<file path="src/rtl/bm_pkg.sv">
// Shared bus-matrix definitions: HTRANS/HRESP/HBURST encodings, ctrl bundle layout.
// Latency: n/a (types, constants and one packing helper only).
// Backpressure: n/a.
package bm_pkg;

  localparam int ADDR_W_DEF = 32;

  // HTRANS encodings
  localparam logic [1:0] HTRANS_IDLE   = 2'b00;
  localparam logic [1:0] HTRANS_BUSY   = 2'b01;
  localparam logic [1:0] HTRANS_NONSEQ = 2'b10;
  localparam logic [1:0] HTRANS_SEQ    = 2'b11;

  // HRESP encodings
  localparam logic [1:0] HRESP_OKAY  = 2'b00;
  localparam logic [1:0] HRESP_ERROR = 2'b01;

  // HBURST encodings
  localparam logic [2:0] HBURST_SINGLE = 3'b000;
  localparam logic [2:0] HBURST_INCR   = 3'b001;
  localparam logic [2:0] HBURST_WRAP4  = 3'b010;
  localparam logic [2:0] HBURST_INCR4  = 3'b011;
  localparam logic [2:0] HBURST_WRAP8  = 3'b100;
  localparam logic [2:0] HBURST_INCR8  = 3'b101;
  localparam logic [2:0] HBURST_WRAP16 = 3'b110;
  localparam logic [2:0] HBURST_INCR16 = 3'b111;

  // ctrl bundle layout: {mastlock, prot[3:0], burst[2:0], size[2:0], write}
  localparam int CTRL_W         = 12;
  localparam int CTRL_WRITE_BIT = 0;
  localparam int CTRL_SIZE_LSB  = 1;
  localparam int CTRL_BURST_LSB = 4;
  localparam int CTRL_PROT_LSB  = 7;
  localparam int CTRL_LOCK_BIT  = 11;

  function automatic logic [CTRL_W-1:0] pack_ctrl(
    input logic       mastlock,
    input logic [3:0] prot,
    input logic [2:0] burst,
    input logic [2:0] size,
    input logic       write
  );
    logic [CTRL_W-1:0] c;
    c = '0;
    c[CTRL_LOCK_BIT]                = mastlock;
    c[CTRL_PROT_LSB  +: 4]          = prot;
    c[CTRL_BURST_LSB +: 3]          = burst;
    c[CTRL_SIZE_LSB  +: 3]          = size;
    c[CTRL_WRITE_BIT]               = write;
    return c;
  endfunction

endpackage

</file>
<file path="src/rtl/bm_input_hold_reg.sv">
// Address/control hold register with output mux selecting held or live values.
// Latency: 0 cycles on the live path, 1 cycle to present a captured transfer.
// Backpressure: none here; the caller only asserts load when the register is free.
module bm_input_hold_reg
  import bm_pkg::*;
#(
  parameter int ADDR_W = ADDR_W_DEF
) (
  input  logic              clk,
  input  logic              rst,
  input  logic              load,
  input  logic              use_hold,
  input  logic [ADDR_W-1:0] addr_in,
  input  logic [1:0]        trans_in,
  input  logic [CTRL_W-1:0] ctrl_in,
  output logic [ADDR_W-1:0] addr_out,
  output logic [1:0]        trans_out,
  output logic [CTRL_W-1:0] ctrl_out
);

  logic [ADDR_W-1:0] addr_q,  addr_d;
  logic [1:0]        trans_q, trans_d;
  logic [CTRL_W-1:0] ctrl_q,  ctrl_d;

  // Capture the live address phase on load, otherwise keep the held copy.
  always_comb begin
    addr_d  = addr_q;
    trans_d = trans_q;
    ctrl_d  = ctrl_q;
    if (load) begin
      addr_d  = addr_in;
      trans_d = trans_in;
      ctrl_d  = ctrl_in;
    end
  end

  // Hold register storage; reset empties it to an IDLE, all-zero phase.
  always_ff @(posedge clk) begin
    if (rst) begin
      addr_q  <= '0;
      trans_q <= HTRANS_IDLE;
      ctrl_q  <= '0;
    end else begin
      addr_q  <= addr_d;
      trans_q <= trans_d;
      ctrl_q  <= ctrl_d;
    end
  end

  // Present the held phase while one is pending, otherwise bypass the live inputs.
  always_comb begin
    addr_out  = addr_in;
    trans_out = trans_in;
    ctrl_out  = ctrl_in;
    if (use_hold) begin
      addr_out  = addr_q;
      trans_out = trans_q;
      ctrl_out  = ctrl_q;
    end
  end

endmodule

</file>
<file path="src/rtl/bm_input_stage.sv">
// Bus-matrix input stage: requests arbitration, holds unaccepted address phases, relays data-phase ready/resp.
// Latency: 0-cycle bypass when accepted immediately; held phases stall the master with HREADYOUTS=0.
// Backpressure: active_trans=0 keeps the phase pending; BM_INPUT_REG_ALWAYS_EN registers every request.
module bm_input_stage
  import bm_pkg::*;
#(
  parameter int ADDR_W = ADDR_W_DEF
) (
  input  logic              HCLK,
  input  logic              HRESET,
  input  logic              HSELS,
  input  logic [ADDR_W-1:0] HADDRS,
  input  logic [1:0]        HTRANSS,
  input  logic              HWRITES,
  input  logic [2:0]        HSIZES,
  input  logic [2:0]        HBURSTS,
  input  logic [3:0]        HPROTS,
  input  logic              HMASTLOCKS,
  input  logic              HREADYS,
  output logic              HREADYOUTS,
  output logic [1:0]        HRESPS,
  output logic              sel_out,
  output logic [ADDR_W-1:0] addr_out,
  output logic [1:0]        trans_out,
  output logic [11:0]       ctrl_out,
  output logic              held_tran_out,
  input  logic              active_trans,
  input  logic              readyout_in,
  input  logic [1:0]        resp_in
);

  logic              trans_req;
  logic              pend_q, pend_d;
  logic              dphase_q, dphase_d;
  logic              hold_load;
  logic              use_hold;
  logic [CTRL_W-1:0] ctrl_live;

  assign trans_req = HSELS & HTRANSS[1] & HREADYS;
  assign ctrl_live = pack_ctrl(HMASTLOCKS, HPROTS, HBURSTS, HSIZES, HWRITES);

`ifdef BM_INPUT_REG_ALWAYS_EN
  // Registered mode: every request goes through the hold register; an
  // acceptance only counts against a phase that is already being presented.
  always_comb begin
    pend_d    = pend_q;
    dphase_d  = dphase_q;
    hold_load = trans_req & (~pend_q | active_trans);
    use_hold  = 1'b1;
    if (trans_req)
      pend_d = 1'b1;
    else if (active_trans)
      pend_d = 1'b0;
    if (active_trans & pend_q)
      dphase_d = 1'b1;
    else if (readyout_in)
      dphase_d = 1'b0;
    sel_out = pend_q;
  end
`else
  // Bypass mode: an immediately accepted phase never touches the hold register.
  always_comb begin
    pend_d    = pend_q;
    dphase_d  = dphase_q;
    hold_load = trans_req & ~active_trans & ~pend_q;
    use_hold  = pend_q;
    if (active_trans)
      pend_d = 1'b0;
    else if (trans_req)
      pend_d = 1'b1;
    if (active_trans)
      dphase_d = 1'b1;
    else if (readyout_in)
      dphase_d = 1'b0;
    sel_out = pend_q | trans_req;
  end
`endif

  // Pending and data-phase flags.
  always_ff @(posedge HCLK) begin
    if (HRESET) begin
      pend_q   <= 1'b0;
      dphase_q <= 1'b0;
    end else begin
      pend_q   <= pend_d;
      dphase_q <= dphase_d;
    end
  end

  // Master-facing ready/response: stall while pending, else relay the data phase.
  always_comb begin
    HREADYOUTS = 1'b1;
    HRESPS     = HRESP_OKAY;
    if (pend_q)
      HREADYOUTS = 1'b0;
    else if (dphase_q)
      HREADYOUTS = readyout_in;
    if (dphase_q)
      HRESPS = resp_in;
  end

  assign held_tran_out = pend_q;

  bm_input_hold_reg #(.ADDR_W(ADDR_W)) u_hold (
    .clk       (HCLK),
    .rst       (HRESET),
    .load      (hold_load),
    .use_hold  (use_hold),
    .addr_in   (HADDRS),
    .trans_in  (HTRANSS),
    .ctrl_in   (ctrl_live),
    .addr_out  (addr_out),
    .trans_out (trans_out),
    .ctrl_out  (ctrl_out)
  );

endmodule

</file>
<file path="config.mk">
export PLATFORM = sky130hd
export DESIGN_NAME = bm_input_stage
export DESIGN_NICKNAME = d
export VERILOG_FILES = /design/src/rtl/bm_pkg.sv /design/src/rtl/bm_input_hold_reg.sv /design/src/rtl/bm_input_stage.sv
export SDC_FILE = /design/constraint.sdc
export NUM_CORES = 1
export LEC_CHECK = 0
export ABC_CLOCK_PERIOD_IN_PS = 1600
export BUFFER_PORTS_ARGS = -buffer_cell sky130_fd_sc_hd__buf_4
export CAP_MARGIN = 20
export CELL_PAD_IN_SITES_DETAIL_PLACEMENT = 2
export CELL_PAD_IN_SITES_GLOBAL_PLACEMENT = 2
export CORE_ASPECT_RATIO = 0.5
export CORE_MARGIN = 5
export CORE_UTILIZATION = 29
export DETAILED_ROUTE_END_ITERATION = 8
export GPL_TIMING_DRIVEN = 0
export PLACE_DENSITY = 0.82
export SLEW_MARGIN = 5
export SYNTH_ARGS = -nofsm -noshare
export SYNTH_HDL_FRONTEND = slang
export SYNTH_SLANG_ARGS = --single-unit
</file>
<file path="constraint.sdc">
create_clock -name HCLK -period 1.6 [get_ports HCLK]
set_clock_uncertainty 0.15 [all_clocks]
set_input_delay 0.24 -clock HCLK [delete_from_list [all_inputs] [get_ports HCLK]]
set_output_delay 0.24 -clock HCLK [all_outputs]
set_load 0.1 [all_outputs]
</file>
Word-level counts from Yosys, hierarchy flattened

Cells that the tools add are included.

Reductions and logical operators: 2
Multiplexer cells: 8
Bitwise operators: 7

Operator list:

| kind               | count |
|---|---|
| two-way mux 32 bit | 1 |
| two-way mux 12 bit | 1 |
| AND 1 bit          | 4 |
| two-way mux 1 bit  | 4 |
| two-way mux 2 bit  | 2 |
| inverter 1 bit     | 2 |
| nonzero test 2 bit | 1 |
| OR reduction 2 bit | 1 |
| OR 1 bit           | 1 |

Logic and storage cells: 22
Register bits after elaboration: 48
Output and inout port bits: 51

Logic depth before layout (Yosys ltp)

Depth in word-level cells: 4
Gate-level depth with buffers: 5
Depth with buffers taken out: 3

Modules after synthesis

A second synthesis with hierarchy kept.

Cells, all modules: 212
Area, all modules: 2523.7 sq um

By module, submodules not included:

| module            | instances | cells an instance | area each (sq um) | seq. area each (sq um) |
|---|---|---|---|---|
| bm_input_hold_reg | 1         | 199               | 2408.6            | 920.9 |
| bm_input_stage    | 1         | 13                | 115.1             | 40.0 |

Least setup slack after synthesis

Ideal clock, no wire load.

Path kind: register -> output
From: reg pend_q (netlist: held_tran_out)
To: out HREADYOUTS
Stages on the path, launching flop included: 4
Arrival time: 2406 ps
Buffers on the path: 2
Slack: -1196 ps
Required time: 1210 ps
Cells stage by stage: dfxtp_1 -> buf_4 -> buf_6 -> nor2_1

Longest elaborated chain between the ends: 1

Ends and longest elaborated chain:

| item                   | line                 | text |
|---|---|---|
| from (decl)            | bm_input_stage.sv:33 | `logic pend_q, pend_d;` |
| from (signal assigned) | bm_input_stage.sv:85 | `pend_q <= pend_d;` |
| two-way mux 1 bit      | bm_input_stage.sv:94 | `if (pend_q)` |
| to (decl)              | bm_input_stage.sv:20 | `output logic HREADYOUTS,` |

No other way between the ends.

Worst setup path in the final report

From: reg pend_q (netlist: held_tran_out)
To: out ctrl_out[7]

Longest elaborated chain between the ends: 1

Ends and longest elaborated chain:

| item               | line                    | text |
|---|---|---|
| two-way mux 12 bit | bm_input_hold_reg.sv:55 | `if (use_hold) begin` |
| to (decl)          | bm_input_stage.sv:25    | `output logic [11:0] ctrl_out,` |

No other way between the ends.

==> results.md <==
- Status: complete, but fails checks
- Failing checks: setup timing
- Actual slew at the worst max-slew pin: 492 ps
- Inst Count DP: 484
- Skew-Pair Late Insertion Delay: 300 ps
- Core Region: 9320 um2
- Distinct cells, synth: 17
- Synth Area in XOR/XNOR: 0%
- Critical path required time: 1210 ps
- Startpoint types: flop
- Antenna fix cells: 0
- First-pass GRT wire length: 18.0 mm
- Mean Syn Cell Area: 10.5 um2
- WL/cell: 26.1 um
- Layout area overhead: 77.1%
- Final min period: 1880 ps
- Fmax: 532 MHz
- Synth Net Count: 314
- CTS H-tree lvls: 2
- RSZ-0062 raised after global routing: yes
- Top cells by count, synth: 90 x nand2b_1, 48 x dfxtp_1, 46 x mux2_2
- Main area contributors after synthesis: dfxtp_1 35%, nand2b_1 21%, mux2_2 19%, mux2i_1 16%, buf_12 2.9%
- GP Congestion: 0.708
- Top-count cell post-synth: nand2b_1
- Area leader, netlist: dfxtp_1
- Period utilisation layout: 117%
- Final #Nets: 437
- Total CTS buffers: 5
- Main combinational cell family by area after synthesis: multiplexers
- Mux contribution to synthesized area: 35.4%
- Dpl hpwl: 6.75 mm
- Initial Utilization: 29.3%
- # setup viols final: 50
- # clock sinks: 48
- Cell area power density: 794 nW/um2
- DIE WIDTH: 147 um
- Maximum clock insertion buffer count: 2
- Vias in the first global route: 2847
- TritonCTS clock tree: done
- HP Class: in -> reg
- # rows: 25
- Leakage: 1.99 nW
- Post-synthesis sequential element count: 48
- Die Area: 11600 um2
- Worst Slack Setup Final: -278 ps
- Largest net degree at the start of global routing: 14
- Synth Area in Compound Gates: 0.366%
- Max IR drop VDD: 0.409 mV
- Die Ht: 78.6 um
- Max-cap violation count: 0
- Hold buffers post-CTS: 0
- Adder-cell area share of the yosys netlist: 0%
- Final Hold Viols: 0
- Worst slew margin: 67.2%
- Number of port buffers: 103
- Simple-gate share of the synthesized area: 22.8%
- Post-route DRC: 0
- Critical path data arrival time: 1490 ps
- Wirelength, routed: 13.2 mm
- Clock slew at reported path FFs: 70 ps
- Crit path max fanout: 10
- Ys flop type: dfxtp_1
- TritonRoute pass-1 iters: 4
- Global route overflow: 0
- Final std cells w/o fill: 505
- Synth top area share: 35.2%
- Ys async rst share: 0%
- Total GRT Usage: 20.5%
- ANT nets after route: 0
- Critical path class: reg -> out
- Max Transition Viols Final: 0
- Initial antenna violation count: 0
- # fillers: 887
- I/O Pins: 105
- Layout cell share with drive strength beyond 1: 49.0%
- Post-synth EDFFs: 0
- Mapped Area: 2730 um2
- Vias per std cell: 4.80
- Fin Hold WS: 23.5 ps
- CTS root buf: clkbuf_16
- Vias: 2423
- Post-synthesis sequential area ratio: 35.2%
- Initial DRC count: 116
- CP endpoint kind: primary output
- YS warnings: 0
- Post-Syn Instances: 260
## routing by layer
layer | part of all wire (%) | vias up | track usage [%]
met1 | 42 | 1243 | 23.0
met2 | 53 | 53 | 40.6
met5 | 0 | - | 0
li1 | - | 1111 | -
met3 | 2.6 | 16 | 3.81
met4 | 2.0 | 0 | 4.09
## cell families (layout without fill, tap and decap cells)
kind of cell,count (synthesis),in the layout
AOI/OAI and AO/OA,1,1
muxes,91,91
buffers and inverters,20,144
DFF,48,48
and+or+nand+nor,100,100
## through the flow
| stage | setup slack, ps | power [mW] | instance area (um2) | util (%) | TNS (ps) |
|---|---|---|---|---|---|
| 3_3_place_gp | -29.0 | 2.39 | 3840 | 41.2 | -197 |
| 6_report | -278 | 3.84 | 4840 | 51.9 | -11490 |
| 3_5_place_dp | -48.0 | 2.42 | 3840 | 41.2 | -488 |
| 5_1_grt | -306 | 3.93 | 4840 | 51.9 | -13080 |
| 4_1_cts | -260 | 3.76 | 4740 | 50.9 | -10630 |
| 2_1_floorplan | -107 | 2.12 | 2920 | - | -3600 |
## layout by cell type, fill, tap and decap left out, drive strengths merged
cell type | synthesis | routed
and2 | 2 | 2
buf | 11 | 126
clkbuf | 9 | 18
dfxtp | 48 | 48
mux2 | 46 | 46
mux2i | 45 | 45
nand2b | 90 | 90
nand3 | 1 | 1
nor2 | 3 | 3
nor2b | 1 | 1
nor3 | 1 | 1
nor3b | 1 | 1
o21ba | 1 | 1
or2b | 1 | 1
## worst paths after layout
path         slack, ps                              to                      startpoint  cells past startpoint
min                 20      held_tran_out$_SDFFE_PP0P_                    active_trans                      2
max reg2reg          0   u_hold.addr_q[3]$_SDFFE_PP0P_      held_tran_out$_SDFFE_PP0P_                      5
min reg2reg        330  u_hold.addr_q[30]$_SDFFE_PP0P_  u_hold.addr_q[30]$_SDFFE_PP0P_                      2
max               -280                     ctrl_out[7]      held_tran_out$_SDFFE_PP0P_                      4
## worst max-delay path, cell delays in order (launching register included)
cell	delay [ps]
dfxtp_4	380
buf_12	150
buf_12	150
mux2_4	320
buf_12	170
## power by group
part / switching, mW / total (mW) / leakage [nW] / internal, mW
clock network: 0.517 / 1.14 / 0.0712 / 0.627
logic: 0.871 / 1.45 / 1.53 / 0.584
registers: 0.0222 / 1.24 / 0.389 / 1.22
## state kept, by name, summed over array words and instances, names as in the netlist
register        count
dphase_q            1
held_tran_out       1
u_hold.addr_q      32
u_hold.ctrl_q      12
u_hold.trans_q      2
## cell type report
| type | count | area, um2 | area share, % |
|---|---|---|---|
| Multi-Input combinational cell | 192 | 1810 | 37.4 |
| Timing Repair Buffer | 116 | 1540 | 31.7 |
| Sequential cell | 48 | 965 | 19.9 |
| Buffer | 20 | 230 | 4.76 |
| Tap cell | 121 | 151 | 3.13 |
| Clock buffer | 8 | 146 | 3.02 |
## repair_timing
item | 4_1_cts | 5_1_grt
resized for setup | 154 | 7
setup buffers | 4 | 4
pin swaps | 1 | 0
setup endpoints to repair | 48 | 77
cloned | 3 | 2
(Power assumes the default switching activity.)
